**src/rtl/writefifo.sv**
```systemverilog
// Gen2 Write payload deserializer. Checks the format, CRC flag and handle, then pushes the
// unmasked data word into the tag data FIFO as two bytes, high byte first.
module writefifo (
    input  logic        readbitclk,
    input  logic        reset,
    input  logic        bitin,
    input  logic        bitvalid,
    input  logic        packetend,
    input  logic        crc_ok,
    input  logic [15:0] handle,
    input  logic [15:0] covercode,
    input  logic        fifo_full,
    output logic [7:0]  fifo_dataout,
    output logic        fifo_push,
    output logic        fifo_start,
    output logic [1:0]  membank,
    output logic [7:0]  wordptr,
    output logic        writedone,
    output logic [1:0]  writeerr
);

    typedef enum logic [3:0] {
        StMb, StWp, StData, StRn, StCrc, StPushHi, StPushLo, StDone, StErr
    } state_e;

    localparam logic [1:0] ErrFormat = 2'b01;
    localparam logic [1:0] ErrCrc    = 2'b10;
    localparam logic [1:0] ErrHandle = 2'b11;

    state_e      state;
    logic [5:0]  bitcnt;
    logic [15:0] data_sr;
    logic [15:0] rn_sr;
    logic [15:0] unmasked;
    logic [5:0]  field_end;
    logic        last_bit;
    logic [5:0]  next_cnt;
    logic [5:0]  crc_seen;

    assign unmasked = data_sr ^ covercode;
    // CRC bits including one arriving in the same cycle as packetend
    assign crc_seen = bitcnt + {5'd0, bitvalid};
    assign last_bit = (bitcnt == field_end);
    assign next_cnt = last_bit ? 6'd0 : bitcnt + 6'd1;

    always_comb begin
        field_end = 6'd15;
        case (state)
            StMb:    field_end = 6'd1;
            StWp:    field_end = 6'd7;
            default: field_end = 6'd15;
        endcase
    end

    always_ff @(posedge readbitclk or posedge reset) begin
        if (reset) begin
            state        <= StMb;
            bitcnt       <= 6'd0;
            data_sr      <= 16'd0;
            rn_sr        <= 16'd0;
            membank      <= 2'd0;
            wordptr      <= 8'd0;
            fifo_dataout <= 8'd0;
            fifo_push    <= 1'b0;
            fifo_start   <= 1'b0;
            writedone    <= 1'b0;
            writeerr     <= 2'd0;
        end else begin
            fifo_push  <= 1'b0;
            fifo_start <= 1'b0;
            unique case (state)
                StMb: begin
                    if (bitvalid) membank <= {membank[0], bitin};
                    if (packetend) begin
                        state    <= StErr;
                        writeerr <= ErrFormat;
                    end else if (bitvalid) begin
                        bitcnt <= next_cnt;
                        if (last_bit) state <= StWp;
                    end
                end
                StWp: begin
                    if (bitvalid) wordptr <= {wordptr[6:0], bitin};
                    // Leading 1 would mean a multi-block EBV, which is not supported
                    if ((bitvalid && bitcnt == 6'd0 && bitin) || packetend) begin
                        state    <= StErr;
                        writeerr <= ErrFormat;
                    end else if (bitvalid) begin
                        bitcnt <= next_cnt;
                        if (last_bit) state <= StData;
                    end
                end
                StData: begin
                    if (bitvalid) data_sr <= {data_sr[14:0], bitin};
                    if (packetend) begin
                        state    <= StErr;
                        writeerr <= ErrFormat;
                    end else if (bitvalid) begin
                        bitcnt <= next_cnt;
                        if (last_bit) state <= StRn;
                    end
                end
                StRn: begin
                    if (bitvalid) rn_sr <= {rn_sr[14:0], bitin};
                    if (packetend) begin
                        state    <= StErr;
                        writeerr <= ErrFormat;
                    end else if (bitvalid) begin
                        bitcnt <= next_cnt;
                        if (last_bit) state <= StCrc;
                    end
                end
                StCrc: begin
                    if ((bitvalid && bitcnt == 6'd16) || (packetend && crc_seen != 6'd16)) begin
                        state    <= StErr;
                        writeerr <= ErrFormat;
                    end else if (packetend && !crc_ok) begin
                        state    <= StErr;
                        writeerr <= ErrCrc;
                    end else if (packetend && rn_sr != handle) begin
                        state    <= StErr;
                        writeerr <= ErrHandle;
                    end else if (packetend) begin
                        state <= StPushHi;
                    end else if (bitvalid) begin
                        bitcnt <= bitcnt + 6'd1;
                    end
                end
                StPushHi: begin
                    if (packetend) begin
                        state    <= StErr;
                        writeerr <= ErrFormat;
                    end else if (!fifo_full) begin
                        fifo_push    <= 1'b1;
                        fifo_start   <= 1'b1;
                        fifo_dataout <= unmasked[15:8];
                        state        <= StPushLo;
                    end
                end
                StPushLo: begin
                    if (packetend) begin
                        state    <= StErr;
                        writeerr <= ErrFormat;
                    end else if (!fifo_full) begin
                        fifo_push    <= 1'b1;
                        fifo_dataout <= unmasked[7:0];
                        writedone    <= 1'b1;
                        state        <= StDone;
                    end
                end
                StDone, StErr: begin
                end
                default: state <= StErr;
            endcase
        end
    end

endmodule

```
**config.mk**
```make
export PLATFORM = sky130hd
export DESIGN_NAME = writefifo
export DESIGN_NICKNAME = d
export VERILOG_FILES = /design/src/rtl/writefifo.sv
export SDC_FILE = /design/constraint.sdc
export NUM_CORES = 1
export LEC_CHECK = 0
export ABC_CLOCK_PERIOD_IN_PS = 4640
export CELL_PAD_IN_SITES_DETAIL_PLACEMENT = 0
export CELL_PAD_IN_SITES_GLOBAL_PLACEMENT = 1
export CORE_ASPECT_RATIO = 1.1
export CORE_MARGIN = 2
export CORE_UTILIZATION = 40
export DETAILED_ROUTE_END_ITERATION = 6
export HOLD_SLACK_MARGIN = 0.15
export PLACE_DENSITY_LB_ADDON = 0.1
export SLEW_MARGIN = 25
export SYNTH_ARGS = -nofsm -noshare
export SYNTH_HDL_FRONTEND = slang
export SYNTH_SLANG_ARGS = --single-unit
```
**constraint.sdc**
```tcl
create_clock -name readbitclk -period 4.64 [get_ports readbitclk]
set_input_delay 1.16 -clock readbitclk [delete_from_list [all_inputs] [get_ports readbitclk]]
set_output_delay 1.16 -clock readbitclk [all_outputs]
set_load 0.005 [all_outputs]
```
[After elaboration in Yosys (flattened, before gate mapping)]
Index checks and enable logic that the tools add are counted.
Operators by class
  reductions and logical operators: 27
  bitwise operators: 4
  multiplexer cells: 47
  add/subtract/negate cells: 2
  eq/ne operators: 37
Operators by type and width (number)
  $mux 4: 20
  $mux 6: 9
  $mux 8: 4
  $pmux 4 s8: 1
  $ne 3x3->1 const B: 10
  $ne 2x2->1 const B: 12
  $pmux 6 s3: 1
  $eq 4x3->1 const B: 4
  $ne 16x16->1: 1
  $pmux 8 s2: 1
  $xor 16x16->16: 1
  $reduce_and 12->1: 1
  $mux 2: 5
  $eq 4x2->1 const B: 2
  $pmux 4 s2: 1
  $reduce_and 2->1: 4
  $reduce_and 8->1: 1
  $add 6x1->6: 1
  $add 6x1->6 const B: 1
  $eq 6x5->1 const B: 1
  $eq 6x6->1: 1
  $logic_and 1x1->1: 6
  $logic_not 6->1: 1
  $ne 6x5->1 const B: 1
  19 further kinds: 27
Word-level totals
  logic and storage cells: 128
  flip-flop bits (word level): 65

[Logic depth before layout (Yosys ltp)]
  word-level depth: 7
  gate-level depth with buffers: 8
  depth with buffers taken out: 8

[Worst setup path before layout]
No wires, ideal clock.
  path kind: input-to-reg
  start: input port bitvalid
  end: register state[0]
  stages on the path: 6
  data arrival time: 2.425 ns
  slack: 2.090 ns
  path buffers: 1
  library setup time: 0.125 ns
  path through: buf_2 and4bb_2 a41oi_1 o31ai_1 and4bb_4 mux2_4
On the way
  word-level cells in the longest chain between the ends: 6
  elaborated cells between the ends (all ways): 18
  classes of those cells: 1 x add/sub; 7 x eq/ne; 3 x mux; 7 x reduce/logical
Ends and longest elaborated chain
  from (decl): line 7  | input logic bitvalid,
  $add 6x1->6: line 42  | assign crc_seen = bitcnt + {5'd0, bitvalid};
  $ne 6x5->1: line 114  | if ((bitvalid && bitcnt == 6'd16) || (packetend && crc_seen != 6'd16)) begin
  $logic_and 1x1->1: line 114
  $logic_or 1x1->1: line 114
  $ne 5x5->1 (no line) / $mux 4 (equally long branches)
  $reduce_and 12->1 (no line) / $pmux 4 s8 (equally long branches)
  to (signal assigned): line 115  | state <= StErr;
  to (signal assigned): line 118  | state <= StErr;
  to (signal assigned): line 121  | state <= StErr;
  to (decl): line 30  | state_e state;
Parallel ways exist; a longest one is shown, timed or not.
A chain may end at the register's enable or synchronous reset.

[Worst setup path after layout]
  start: input port bitvalid
  end: register writeerr[0]
On the way
  word-level cells in the longest chain between the ends: 6
  elaborated cells between the ends (all ways): 13
  classes of those cells: 1 x add/sub; 3 x eq/ne; 2 x mux; 7 x reduce/logical
Ends and longest elaborated chain
  $add 6x1->6: line 42
  $ne 6x5->1: line 114
  $logic_and 1x1->1: line 114
  $logic_or 1x1->1: line 114
  $ne 4x4->1 (no line) / $mux 2 (equally long branches)
  $reduce_and 4->1 (no line) / $pmux 2 s3 (equally long branches)
  to (signal assigned): line 116  | writeerr <= ErrFormat;
  to (signal assigned): line 119  | writeerr <= ErrCrc;
  to (signal assigned): line 122  | writeerr <= ErrHandle;
  to (decl): line 19  | output logic [1:0] writeerr
Parallel ways exist; a longest one is shown, timed or not.

==> results list <==
* Status: completed
* Max-cap viol count: 0
* Number of max-slew violations in the final report: 0
- Via/cell ratio: 5.20
* Portion of netlist area occupied by mux cells: between 10% and 20%
* Cell with the most instances after synthesis: dfrtp_1
- Setup violations remaining at the end of the flow were counted as 0.
* Nature of the critical path endpoint: register
- IO Count: 62
- Compared with the post-synthesis result, the final layout area differs by 25.3%.
- The pre-antenna-repair detailed-routing pass consisted of 4 iterations.
* Placed standard-cell area: about 0.0042 mm2
- After clock tree synthesis, the clock-pin slew on the worst setup and hold paths is about 0.08 ns.
* CTS Buffer Depth: 2
- Data arrival time of the critical path: roughly 3.4 ns
- The synthesized design contains 0 enable-type register cells.
- The worst register-to-register path has a depth of 5.
* Total power divided by cell area: around 380 mW/mm2
- The number of clock buffers added by TritonCTS is 9.
- The die is 102 um tall.
- Fin Clk Skew: about 0.011 ns
* Top area cells in the synthesized netlist: dfrtp_1, mux2_2, xor2_1
* Hold_ws: around 0.48 ns
- Via count: roughly 2600
- Post-Synth Adder-Cell Area: roughly 1.7%
- In this run the number of H-tree levels came out at 3.
* RSZ-0062 raised after global routing: false
- Crit path required time: around 4.9 ns
- The final critical path takes up 68.3% of the cycle.
* Minimum period implied by the final worst setup slack: 3.17 ns
- Estimated wirelength of the detail-placed design: about 5400 um
* Async S/R FF share, synth: 100%
- The setup path with the least slack is of type input port to register.
* Top cell type's share of synthesized area: between 40% and 50%
- Bufs and invs on worst path: 1
- Number of library cell types mapped by synthesis: 53
- From left edge to right edge, the die measures between 90 and 100 um.
- For the pin with the worst max-slew slack, the measured transition is between 0.8 and 0.9 ns.
- The share of the Yosys chip area taken by registers is between 40% and 50%.
- Cells with a size suffix above 1 make up between 10% and 20% of the layout.
- I/O Buffers: a little over 60
* Most frequent cells after synthesis: dfrtp_1, mux2_2, xor2_1
* Max VDD drop: between 100 and 150 uV
* Number of hold violations in the final report: 0
* Worst flop-to-flop path endpoint: state[0]
- Critical path depth: 9
- Launching element of the worst setup path: bitvalid
- In the final routed layout, each cell accounts on average for roughly 15 um.
- Worst max-slew margin expressed relative to the limit: 42.6%
- Leakage Power: 1.96 nW
- Number of gates resized after CTS: 0
- Adding up every negative setup slack in the final design gives 0 ns.
- Compound-cell area share of the yosys netlist: between 10% and 20%
- The number of antenna violations at the first check in global routing came to 0.
* Clock sinks: 65
- The synthesized design spends more area on one cell type than any other, namely dfrtp_1.
- After floorplanning, the core was divided into 35 placement rows.
* Vias in the first global route: about 2500
- Mapped Avg Cell Area: 10.9 um2
* Max Clock Freq: between 0.3 and 0.4 GHz
- Family with the most delay on the worst path: compound AO/OA/AOI/OAI gates
* # diodes: 0
* Effective utilization at floorplan: just over 40%
* Layout Nets: 420
- Entering global routing, the biggest net connects 27 pins.
- TritonCTS clock tree: yes
* Core Box Area: roughly 0.0085 mm2
* Crit path top cell by count: ha_1
- Design Power: 1.66 mW
- Post-Synth XOR/XNOR Area: 9.51%
* Most used flip-flop cell after synthesis: dfrtp_1
* Die area: between 0.009 and 0.01 mm2
* Critical path peak fanout: 8
- Worst-path cell chain: clkdlybuf4s50_1 -> ha_1 -> ha_1 -> nand2_1 -> o2bb2ai_1 -> nand4_1 -> o21a_1 -> o21ai_0 -> a21oi_1
- For flop-to-flop paths, the worst setup slack is approximately 2.3 ns.
- Startpoint of the most critical register-to-register path: state[2]
* Number of buffers inserted for hold repair after clock tree synthesis: 0
- Final design instance area without fill: roughly 0.0044 mm2
* Number of remaining DRC errors: 0
- For this block, the initial DRC count from the detailed router was 87.
* Global-route total usage across every layer: approximately 17%
* Clock root buffer: clkbuf_8
- Summing every instance area after synthesis gives 0.00350 mm2.
- Antenna-violating nets left: 0
* Dominant combinational cell family by area after synthesis: multiplexers
- Routed Wire Length: around 7600 um
- Worst Setup EP: writeerr[0]
- First-pass GRT wire length: 12500 um
- Final estimated routing congestion in global placement: 0.798
- After Yosys synthesis, and, or, nand and nor cells account for 14.1% of the synthesized area.
- Critical path's slowest cell: clkdlybuf4s50_1
- For this run, the number of Yosys warnings is 0.
- Largest incremental delay on the critical path: 0.71 ns
- Classification of the worst-slack hold path: register to register
- Post-Synthesis Cells: 320
* Post-CTS setup buffers: 0
- Total nets after synthesis: roughly 360
- The worst setup path is launched from an input port.
* Clock latency at the later pin of the worst-skew pair: 0.36 ns
- After filler insertion, the fill cell instance count of the layout stands at 794.
- Remaining global-route overflow: 0
- Yosys reg bits: 65
* Final core area utilization: 51.9%
flip-flops by register name, summed over array words and instances, names as in the netlist, 2 cells and up:
signal,flops
wordptr,8
data_sr,16
bitcnt,6
writeerr,2
membank,2
state,4
rn_sr,16
fifo_dataout,8
final cells by class:
class | count | area, um2 | area share (%)
well taps | 111 | 139 | 3.17
clock inverters | 7 | 78.8 | 1.80
flip-flops and latches | 65 | 1630 | 37.1
multi-input cells | 231 | 1770 | 40.3
repair buffers | 63 | 626 | 14.3
clock buffers | 9 | 124 | 2.82
inverters | 7 | 26.3 | 0.599
kinds of logic (layout without fill, tap and decap cells):
group,after synthesis,count (layout)
mux,45,45
simple gates,85,85
buf+inv,24,86
flops,65,65
xor+xnor,38,38
compound gates,58,58
fa+ha+maj,5,5
metal layers:
metal | vias to the layer above | global-route usage, % | wire length, um | share of wire (%)
met1 | 1245 | 22.7 | 3580 | 47
li1 | 1251 | - | - | -
met2 | 52 | 26.9 | 3540 | 47
met3 | 15 | 4.72 | 320 | 4.2
met4 | 0 | 7.35 | 167 | 2.2
met5 | - | 0 | 0 | 0
report_power, final:
part / switching, mW / internal (mW)
clock network: 0.248 / 0.253
registers: 0.107 / 0.623
logic: 0.192 / 0.237
through the flow:
| stage | instances | setup WS, ns |
|---|---|---|
| 6_report | 493 | 1.47 |
| 4_1_cts | 493 | 1.47 |
| 3_5_place_dp | 477 | 1.12 |
| 2_1_floorplan | 320 | 1.85 |
| 5_1_grt | 493 | 1.28 |
| 3_3_place_gp | 477 | 1.19 |
placed cells by master (no fill, tap or decap), types with 2 or more instances in the layout:
master,n
a21o_1,3
a21oi_1,12
a311oi_1,2
a31oi_1,2
a32o_1,2
a41oi_1,2
and2_1,4
and3_1,3
buf_4,2
clkbuf_8,9
clkdlybuf4s50_1,61
clkinvlp_4,2
dfrtp_1,65
ha_1,4
inv_1,6
mux2_2,42
mux2_4,2
nand2_1,21
nand2b_1,2
nand3_1,4
nand4_1,3
nand4b_1,2
nor2_1,18
nor2b_1,4
nor3_1,7
nor4_1,5
o21a_1,2
o21ai_0,15
o21ai_1,4
o22ai_1,2
o31ai_1,4
xnor2_1,16
xor2_1,22
how the worst min path moves through the flow:
stage                     slack (ns)         to  cells past startpoint      start
after floorplan                 0.45  writedone                      1  writedone
after global placement          0.45  writedone                      1  writedone
after detailed placement        0.46  writedone                      1  writedone
after CTS                       0.48  writedone                      1  writedone
after global routing            0.49  writedone                      1  writedone
final                           0.48  writedone                      1  writedone
(Power assumes the default switching activity.)
